**src/rtl/fpu_pkg.sv**
```systemverilog
// Shared constants and types for the FPU issue/collect wrapper.
// A tracking entry is the side-band that travels alongside an operation through the FPU latency.
package fpu_pkg;

  localparam int FPU_LATENCY  = 6;
  localparam int FP_DATA_SIZE = 32;
  localparam int FP_TAG_WIDTH = 4;

  typedef enum logic [1:0] {
    OP_ADD = 2'b00,
    OP_SUB = 2'b01,
    OP_MUL = 2'b10,
    OP_DIV = 2'b11
  } fpu_op_e;

  typedef struct packed {
    logic [FP_TAG_WIDTH-1:0] tag;
    fpu_op_e                 op;
  } fpu_track_t;

  // Issue credit: in-flight plus buffered results must leave room in the result FIFO.
  function automatic logic credit_free(input int unsigned inflight,
                                       input int unsigned buffered,
                                       input int unsigned depth);
    return (inflight + buffered) < depth;
  endfunction

endpackage

```
**src/rtl/fpu_result_fifo.sv**
```systemverilog
// First-word-fall-through FIFO with occupancy count; head data reads as zero while empty.
// Push while full is prevented upstream by issue credits, so push is not gated here.
module fpu_result_fifo #(
  parameter int Depth = 8,
  parameter int Width = 38,
  parameter int CntW  = 4
) (
  input  logic             clk_i,
  input  logic             rst_i,
  input  logic             push_i,
  input  logic [Width-1:0] wdata_i,
  input  logic             pop_i,
  output logic [Width-1:0] rdata_o,
  output logic             valid_o,
  output logic [CntW-1:0]  count_o
);

  localparam int PtrW = (Depth > 1) ? $clog2(Depth) : 1;

  logic [Width-1:0] mem_q [Depth];
  logic [PtrW-1:0]  wr_ptr_q, wr_ptr_d;
  logic [PtrW-1:0]  rd_ptr_q, rd_ptr_d;
  logic [CntW-1:0]  count_q, count_d;
  logic             do_pop;

  assign do_pop = pop_i && (count_q != '0);

  always_comb begin
    wr_ptr_d = wr_ptr_q;
    rd_ptr_d = rd_ptr_q;
    count_d  = count_q;
    if (push_i) begin
      wr_ptr_d = wr_ptr_q + PtrW'(1);
    end
    if (do_pop) begin
      rd_ptr_d = rd_ptr_q + PtrW'(1);
    end
    case ({push_i, do_pop})
      2'b10:   count_d = count_q + CntW'(1);
      2'b01:   count_d = count_q - CntW'(1);
      default: count_d = count_q;
    endcase
  end

  always_ff @(posedge clk_i) begin
    if (rst_i) begin
      wr_ptr_q <= '0;
      rd_ptr_q <= '0;
      count_q  <= '0;
    end else begin
      wr_ptr_q <= wr_ptr_d;
      rd_ptr_q <= rd_ptr_d;
      count_q  <= count_d;
    end
  end

  // Storage needs no reset: nothing is read out unless count_q says it was written.
  always_ff @(posedge clk_i) begin
    if (push_i) begin
      mem_q[wr_ptr_q] <= wdata_i;
    end
  end

  assign valid_o = (count_q != '0);
  assign rdata_o = valid_o ? mem_q[rd_ptr_q] : '0;
  assign count_o = count_q;

endmodule

```
**src/rtl/fpu_issue_collect.sv**
```systemverilog
// Wraps the fixed-latency, non-stallable FPU: credit-gated issue, tag tracking pipe, result FIFO.
// Results leave in issue order; a full FIFO can never receive a capture.
module fpu_issue_collect
  import fpu_pkg::*;
#(
  parameter int DataSize   = FP_DATA_SIZE,
  parameter int TagWidth   = FP_TAG_WIDTH,
  parameter int FpuLatency = FPU_LATENCY,
  parameter int FifoDepth  = 8,
  parameter int CountWidth = 4
) (
  input  logic                  CLK,
  input  logic                  RST,
  input  logic                  in_valid,
  output logic                  in_ready,
  input  logic [DataSize-1:0]   in_op1,
  input  logic [DataSize-1:0]   in_op2,
  input  logic [1:0]            in_operation,
  input  logic [TagWidth-1:0]   in_tag,
  output logic [DataSize-1:0]   fpu_operand1,
  output logic [DataSize-1:0]   fpu_operand2,
  output logic [1:0]            fpu_operation,
  input  logic [DataSize-1:0]   fpu_result,
  output logic                  out_valid,
  input  logic                  out_ready,
  output logic [DataSize-1:0]   out_result,
  output logic [TagWidth-1:0]   out_tag,
  output logic [1:0]            out_operation,
  output logic [CountWidth-1:0] inflight_count,
  output logic [CountWidth-1:0] fifo_count,
  output logic                  busy
);

  localparam int TrackW = $bits(fpu_track_t);
  localparam int EntryW = DataSize + TrackW;

  logic                  rst_q;
  logic [FpuLatency-1:0] pipe_vld_q, pipe_vld_d;
  fpu_track_t            pipe_q [FpuLatency];
  fpu_track_t            pipe_d [FpuLatency];
  logic [CountWidth-1:0] inflight_q, inflight_d;
  logic [CountWidth-1:0] fifo_cnt;
  logic                  accept;
  logic                  capture;
  logic                  pop;
  logic [EntryW-1:0]     fifo_wdata;
  logic [EntryW-1:0]     fifo_rdata;
  logic                  fifo_valid;
  fpu_track_t            head;

  // Registered reset keeps in_ready low for the cycle following a reset edge.
  always_ff @(posedge CLK) begin
    rst_q <= RST;
  end

  assign in_ready = !rst_q && credit_free(int'(inflight_q), int'(fifo_cnt), FifoDepth);
  assign accept   = in_valid && in_ready;

  assign fpu_operand1  = accept ? in_op1       : '0;
  assign fpu_operand2  = accept ? in_op2       : '0;
  assign fpu_operation = accept ? in_operation : 2'b00;

  always_comb begin
    pipe_vld_d = {pipe_vld_q[FpuLatency-2:0], accept};
    pipe_d[0]  = '{tag: FP_TAG_WIDTH'(in_tag), op: fpu_op_e'(in_operation)};
    for (int i = 1; i < FpuLatency; i++) begin
      pipe_d[i] = pipe_q[i-1];
    end
  end

  assign capture = pipe_vld_q[FpuLatency-1];

  always_comb begin
    inflight_d = inflight_q;
    case ({accept, capture})
      2'b10:   inflight_d = inflight_q + CountWidth'(1);
      2'b01:   inflight_d = inflight_q - CountWidth'(1);
      default: inflight_d = inflight_q;
    endcase
  end

  always_ff @(posedge CLK) begin
    if (RST) begin
      pipe_vld_q <= '0;
      inflight_q <= '0;
    end else begin
      pipe_vld_q <= pipe_vld_d;
      inflight_q <= inflight_d;
    end
  end

  // Side-band payload is qualified by pipe_vld_q, so it shifts without reset.
  always_ff @(posedge CLK) begin
    pipe_q <= pipe_d;
  end

  assign fifo_wdata = {fpu_result, pipe_q[FpuLatency-1]};
  assign pop        = fifo_valid && out_ready;

  fpu_result_fifo #(
    .Depth (FifoDepth),
    .Width (EntryW),
    .CntW  (CountWidth)
  ) u_result_fifo (
    .clk_i   (CLK),
    .rst_i   (RST),
    .push_i  (capture),
    .wdata_i (fifo_wdata),
    .pop_i   (pop),
    .rdata_o (fifo_rdata),
    .valid_o (fifo_valid),
    .count_o (fifo_cnt)
  );

  assign head           = fifo_rdata[TrackW-1:0];
  assign out_valid      = fifo_valid;
  assign out_result     = fifo_rdata[EntryW-1 -: DataSize];
  assign out_tag        = TagWidth'(head.tag);
  assign out_operation  = head.op;
  assign inflight_count = inflight_q;
  assign fifo_count     = fifo_cnt;
  assign busy           = (inflight_q != '0) || (fifo_cnt != '0);

endmodule

```
**config.mk**
```make
export PLATFORM = sky130hd
export DESIGN_NAME = fpu_issue_collect
export DESIGN_NICKNAME = d
export VERILOG_FILES = /design/src/rtl/fpu_pkg.sv /design/src/rtl/fpu_result_fifo.sv /design/src/rtl/fpu_issue_collect.sv
export SDC_FILE = /design/constraint.sdc
export NUM_CORES = 1
export LEC_CHECK = 0
export BUFFER_PORTS_ARGS = -buffer_cell sky130_fd_sc_hd__buf_2
export CORE_UTILIZATION = 55
export CTS_BUF_LIST = sky130_fd_sc_hd__clkbuf_8
export CTS_CLUSTER_DIAMETER = 60
export DETAILED_ROUTE_END_ITERATION = 6
export GPL_TIMING_DRIVEN = 0
export PLACE_DENSITY = 0.88
export SYNTH_ARGS = -nofsm -noshare
export SYNTH_HDL_FRONTEND = slang
export SYNTH_SLANG_ARGS = --single-unit
```
**constraint.sdc**
```tcl
create_clock -name CLK -period 4.15 [get_ports CLK]
set_clock_uncertainty 0.1 [all_clocks]
set_input_delay 0.2075 -clock CLK [delete_from_list [all_inputs] [get_ports CLK]]
set_output_delay 0.2075 -clock CLK [all_outputs]
set_load 0.02 [all_outputs]
```
==> impl_metrics.py <==
metrics = {
    "run_status": {
        "outcome": "finished clean",
    },
    "worst_setup_path": {
        "path_common_cell": "ha_1",
        "crit_path_top_delay_cell": "or4_4",
        "ff2ff_path_depth": 12,
        "cp_data_required_time_ns": 4.51,
        "regToRegSetupSlack_ns": 0.66,
        "critical_path_class": "flip-flop to flip-flop",
        "path_max_fanout": 10,
        "crit_path_end_kind": "flip-flop",
        "reg2reg_to": "inflight_count[3]$_SDFFE_PP0P_",
        "crit_chain": "ha_1 -> or4_4 -> a21oi_4 -> buf_6 -> buf_8 -> nand2_2 -> ha_1 -> clkbuf_1 -> nor4bb_1 -> o21ai_0 -> o31ai_1 -> mux2_2",
        "slowest_delay_ns": 0.55,
        "r2r_start": "u_result_fifo.count_o[3]$_SDFFE_PP0P_",
        "crit_arrival_ns": 3.84,
        "startpoint_type": "flip-flop",
    },
    "min_path": {
        "hp-class": "input port to flip-flop",
        "min_to": "pipe_d[27]$_DFF_P_",
        "holdPathStages": 2,
        "hold_start": "in_tag[1]",
    },
    "route": {
        "routed_wl_um": 32110,
        "drcViolationCount": 0,
        "drtIter0Drc": 917,
        "drt_pass1_iterations": 5,
        "routed_via_density": 5.689,
        "final_antenna_net_count": 0,
        "via_count": 8073,
        "wl_per_cell_um": 22.63,
    },
    "floorplanning": {
        "coreArea_um2": 24530,
        "die_h_um": 160.9,
        "dieArea_um2": 25890,
        "start_util_pct": 56.60,
        "rows": 57,
        "die_w_um": 160.9,
        "io_pins": 221,
    },
    "global_routing": {
        "grt_max_degree": 27,
        "grt_pass1_wl_um": 47470,
        "met1_usage_pct": 34.59,
        "grt_most_used_layer": "met2",
        "grtUsageTotal_pct": 24.93,
        "antenna_found_initial": 1,
        "grt_overflow_total": 0,
        "use_met3_pct": 4.726,
        "use_met2_pct": 40.13,
        "grt_pass1_vias": 8168,
    },
    "synthesis": {
        "seq_area_frac_synth_pct": 74.39,
        "synth_cell_type_count": 40,
        "synth_edf_count": 304,
        "yosysTopAreaCellShare_pct": 65.74,
        "synthTopCellsByArea": "edfxtp_1, mux4_2, dfxtp_1, and3_1, mux2i_1",
        "async_reset_ff_share_pct": 0,
        "ys_ff_latch": 364,
        "syn_area_um2": 13890,
        "synth_area_leader_cell": "edfxtp_1",
        "yosysWarnings": 0,
        "syn-num-nets": 839,
        "synth_ff_type": "edfxtp_1",
        "syn_inst": 721,
        "syn_area_per_cell_um2": 19.26,
    },
    "cts": {
        "cts_tree": "built",
        "clkTransAtPathRegs_ns": 0.06,
        "clock-root-buffer": "clkbuf_8",
        "numCtsBuffers": 53,
        "cts_max_level": 2,
        "clock-sinks": 364,
        "cts_buffer_depth": 3,
        "worst_skew_pair.late_latency_ns": 0.57,
    },
    "sta": {
        "rsz0062_at_grt": "no",
        "whs_ns": 0.1755,
        "drv_slew": 0,
        "worst_pin_slew_ns": 1.014,
        "period_needed_ns": 3.486,
        "post-route-period-util_pct": 84.00,
        "hold_viol": 0,
        "finalSetupViolCount": 0,
        "maxSlewHeadroom_pct": 32.41,
        "fmax_mhz": 286.9,
    },
    "cells_and_area": {
        "utilization_pct": 69.62,
        "drive_above_1_share_pct": 37.99,
        "diodes": 0,
        "synthToLayoutAreaGrowth_pct": 22.99,
        "nets": 1168,
        "stdcell_count": 1419,
    },
    "pwr": {
        "finalPower_mw": 6.897,
        "power_leakage_nw": 6.435,
        "p_per_area_nw_per_um2": 403.8,
        "ir_worst_vdd_v": 0.0002560,
    },
    "placed_design": {
        "gp_congestion": 0.9068,
        "place_inst": 1278,
        "hpwl_um": 20590,
        "portBuffers": 219,
    },
    "run": {
        "drv_cap": 0,
    },
}
## worst max-delay path, delay by kind of cell (launching register included)
kind | cells | cell delay (ns)
simple gates | 3 | 0.95
fa+ha+maj | 2 | 0.60
buf+inv | 3 | 0.52
flops | 1 | 0.43
compound gates | 3 | 0.43
mux | 1 | 0.36
## layer usage
| metal | routed length, um | share of wire [%] |
|---|---|---|
| met5 | 13 | 0.040 |
| met4 | 733 | 2.3 |
| met3 | 2289 | 7.1 |
| met2 | 16090 | 50 |
| met1 | 12980 | 40 |
## metrics by stage
step | setup WS, ns | area [um^2] | TNS (ns)
final | 0.6640 | 17080 | 0
after global routing | 0.4734 | 17080 | 0
after CTS | 0.6762 | 17080 | 0
after detailed placement | 0.6965 | 15660 | 0
after global placement | -2.122 | 15390 | -194.62
after floorplan | 0.3706 | 13890 | 0
## logic make-up after synthesis
logic type	share of synthesized area, %
DFF	74.39
and+or+nand+nor	5.929
muxes	15.36
buffers and inverters	1.973
AOI/OAI and AO/OA	0.6487
adders and majority gates	1.135
xor gates and xnor gates	0.5677
## sequential cells by signal, indices dropped and copies added, names as in the netlist, named ones only
register	flops
u_result_fifo.wr_ptr_q	3
inflight_count	4
u_result_fifo.count_o	4
rst_q	1
pipe_vld_q	6
pipe_d	30
fifo_wdata	6
u_result_fifo.mem_q	304
u_result_fifo.rd_ptr_q	3
## worst max-delay path by stage
stage / slack (ns) / startpoint / end / cells after the start
finish: 0.66 / u_result_fifo.count_o[3]$_SDFFE_PP0P_ / inflight_count[3]$_SDFFE_PP0P_ / 12
global placement: -2.12 / pipe_vld_q[5]$_SDFF_PP0_ / u_result_fifo.mem_q[0][24]$_DFFE_PP_ / 2
global route: 0.47 / u_result_fifo.count_o[3]$_SDFFE_PP0P_ / inflight_count[3]$_SDFFE_PP0P_ / 12
CTS: 0.68 / u_result_fifo.count_o[3]$_SDFFE_PP0P_ / inflight_count[3]$_SDFFE_PP0P_ / 12
floorplan: 0.37 / pipe_vld_q[5]$_SDFF_PP0_ / u_result_fifo.mem_q[0][0]$_DFFE_PP_ / 2
detailed placement: 0.70 / u_result_fifo.count_o[3]$_SDFFE_PP0P_ / inflight_count[3]$_SDFFE_PP0P_ / 12
## where the power goes
group | leakage, nW | internal [mW] | switching [mW]
Combinational | 2.59 | 0.116 | 0.149
Clock | 0.616 | 1.37 | 1.27
Sequential | 3.23 | 3.98 | 0.0144
Total | 6.44 | 5.46 | 1.43
## synthesized netlist by cell type (11+ instances only)
cell type    n
clkbuf_1    17
and3_1      67
nor2_1      59
ha_1        11
buf_2       11
dfxtp_1     60
mux4_2      76
edfxtp_1   304
mux2i_1     41
## final cells by class
type | instances | area, um^2
buffer | 44 | 255.2
clock buffer | 63 | 867.1
clock inverter | 37 | 145.1
fill | 1532 | 7453
inverter | 5 | 18.77
multi-input combinational | 308 | 3338
sequential | 364 | 10330
tap | 324 | 405.4
timing repair buffer | 274 | 1720
## timing repair
action,4_1_cts,5_1_grt
setup buffers,0,0
resized for setup,0,0
hold buffers,41,0
hold endpoints to repair,267,0
## layout by cell type, fill, tap and decap left out, types with 7 or more instances in the layout
master,n
edfxtp_1,304
buf_2,230
mux4_2,76
and3_1,67
clkbuf_8,63
dfxtp_1,60
nor2_1,53
mux2i_1,41
dlygate4sd3_1,41
inv_1,31
clkbuf_1,17
buf_6,14
ha_1,11
xor2_1,7
nor2b_1,7
a21oi_1,7
clkinv_1,7
(Power assumes the default switching activity.)
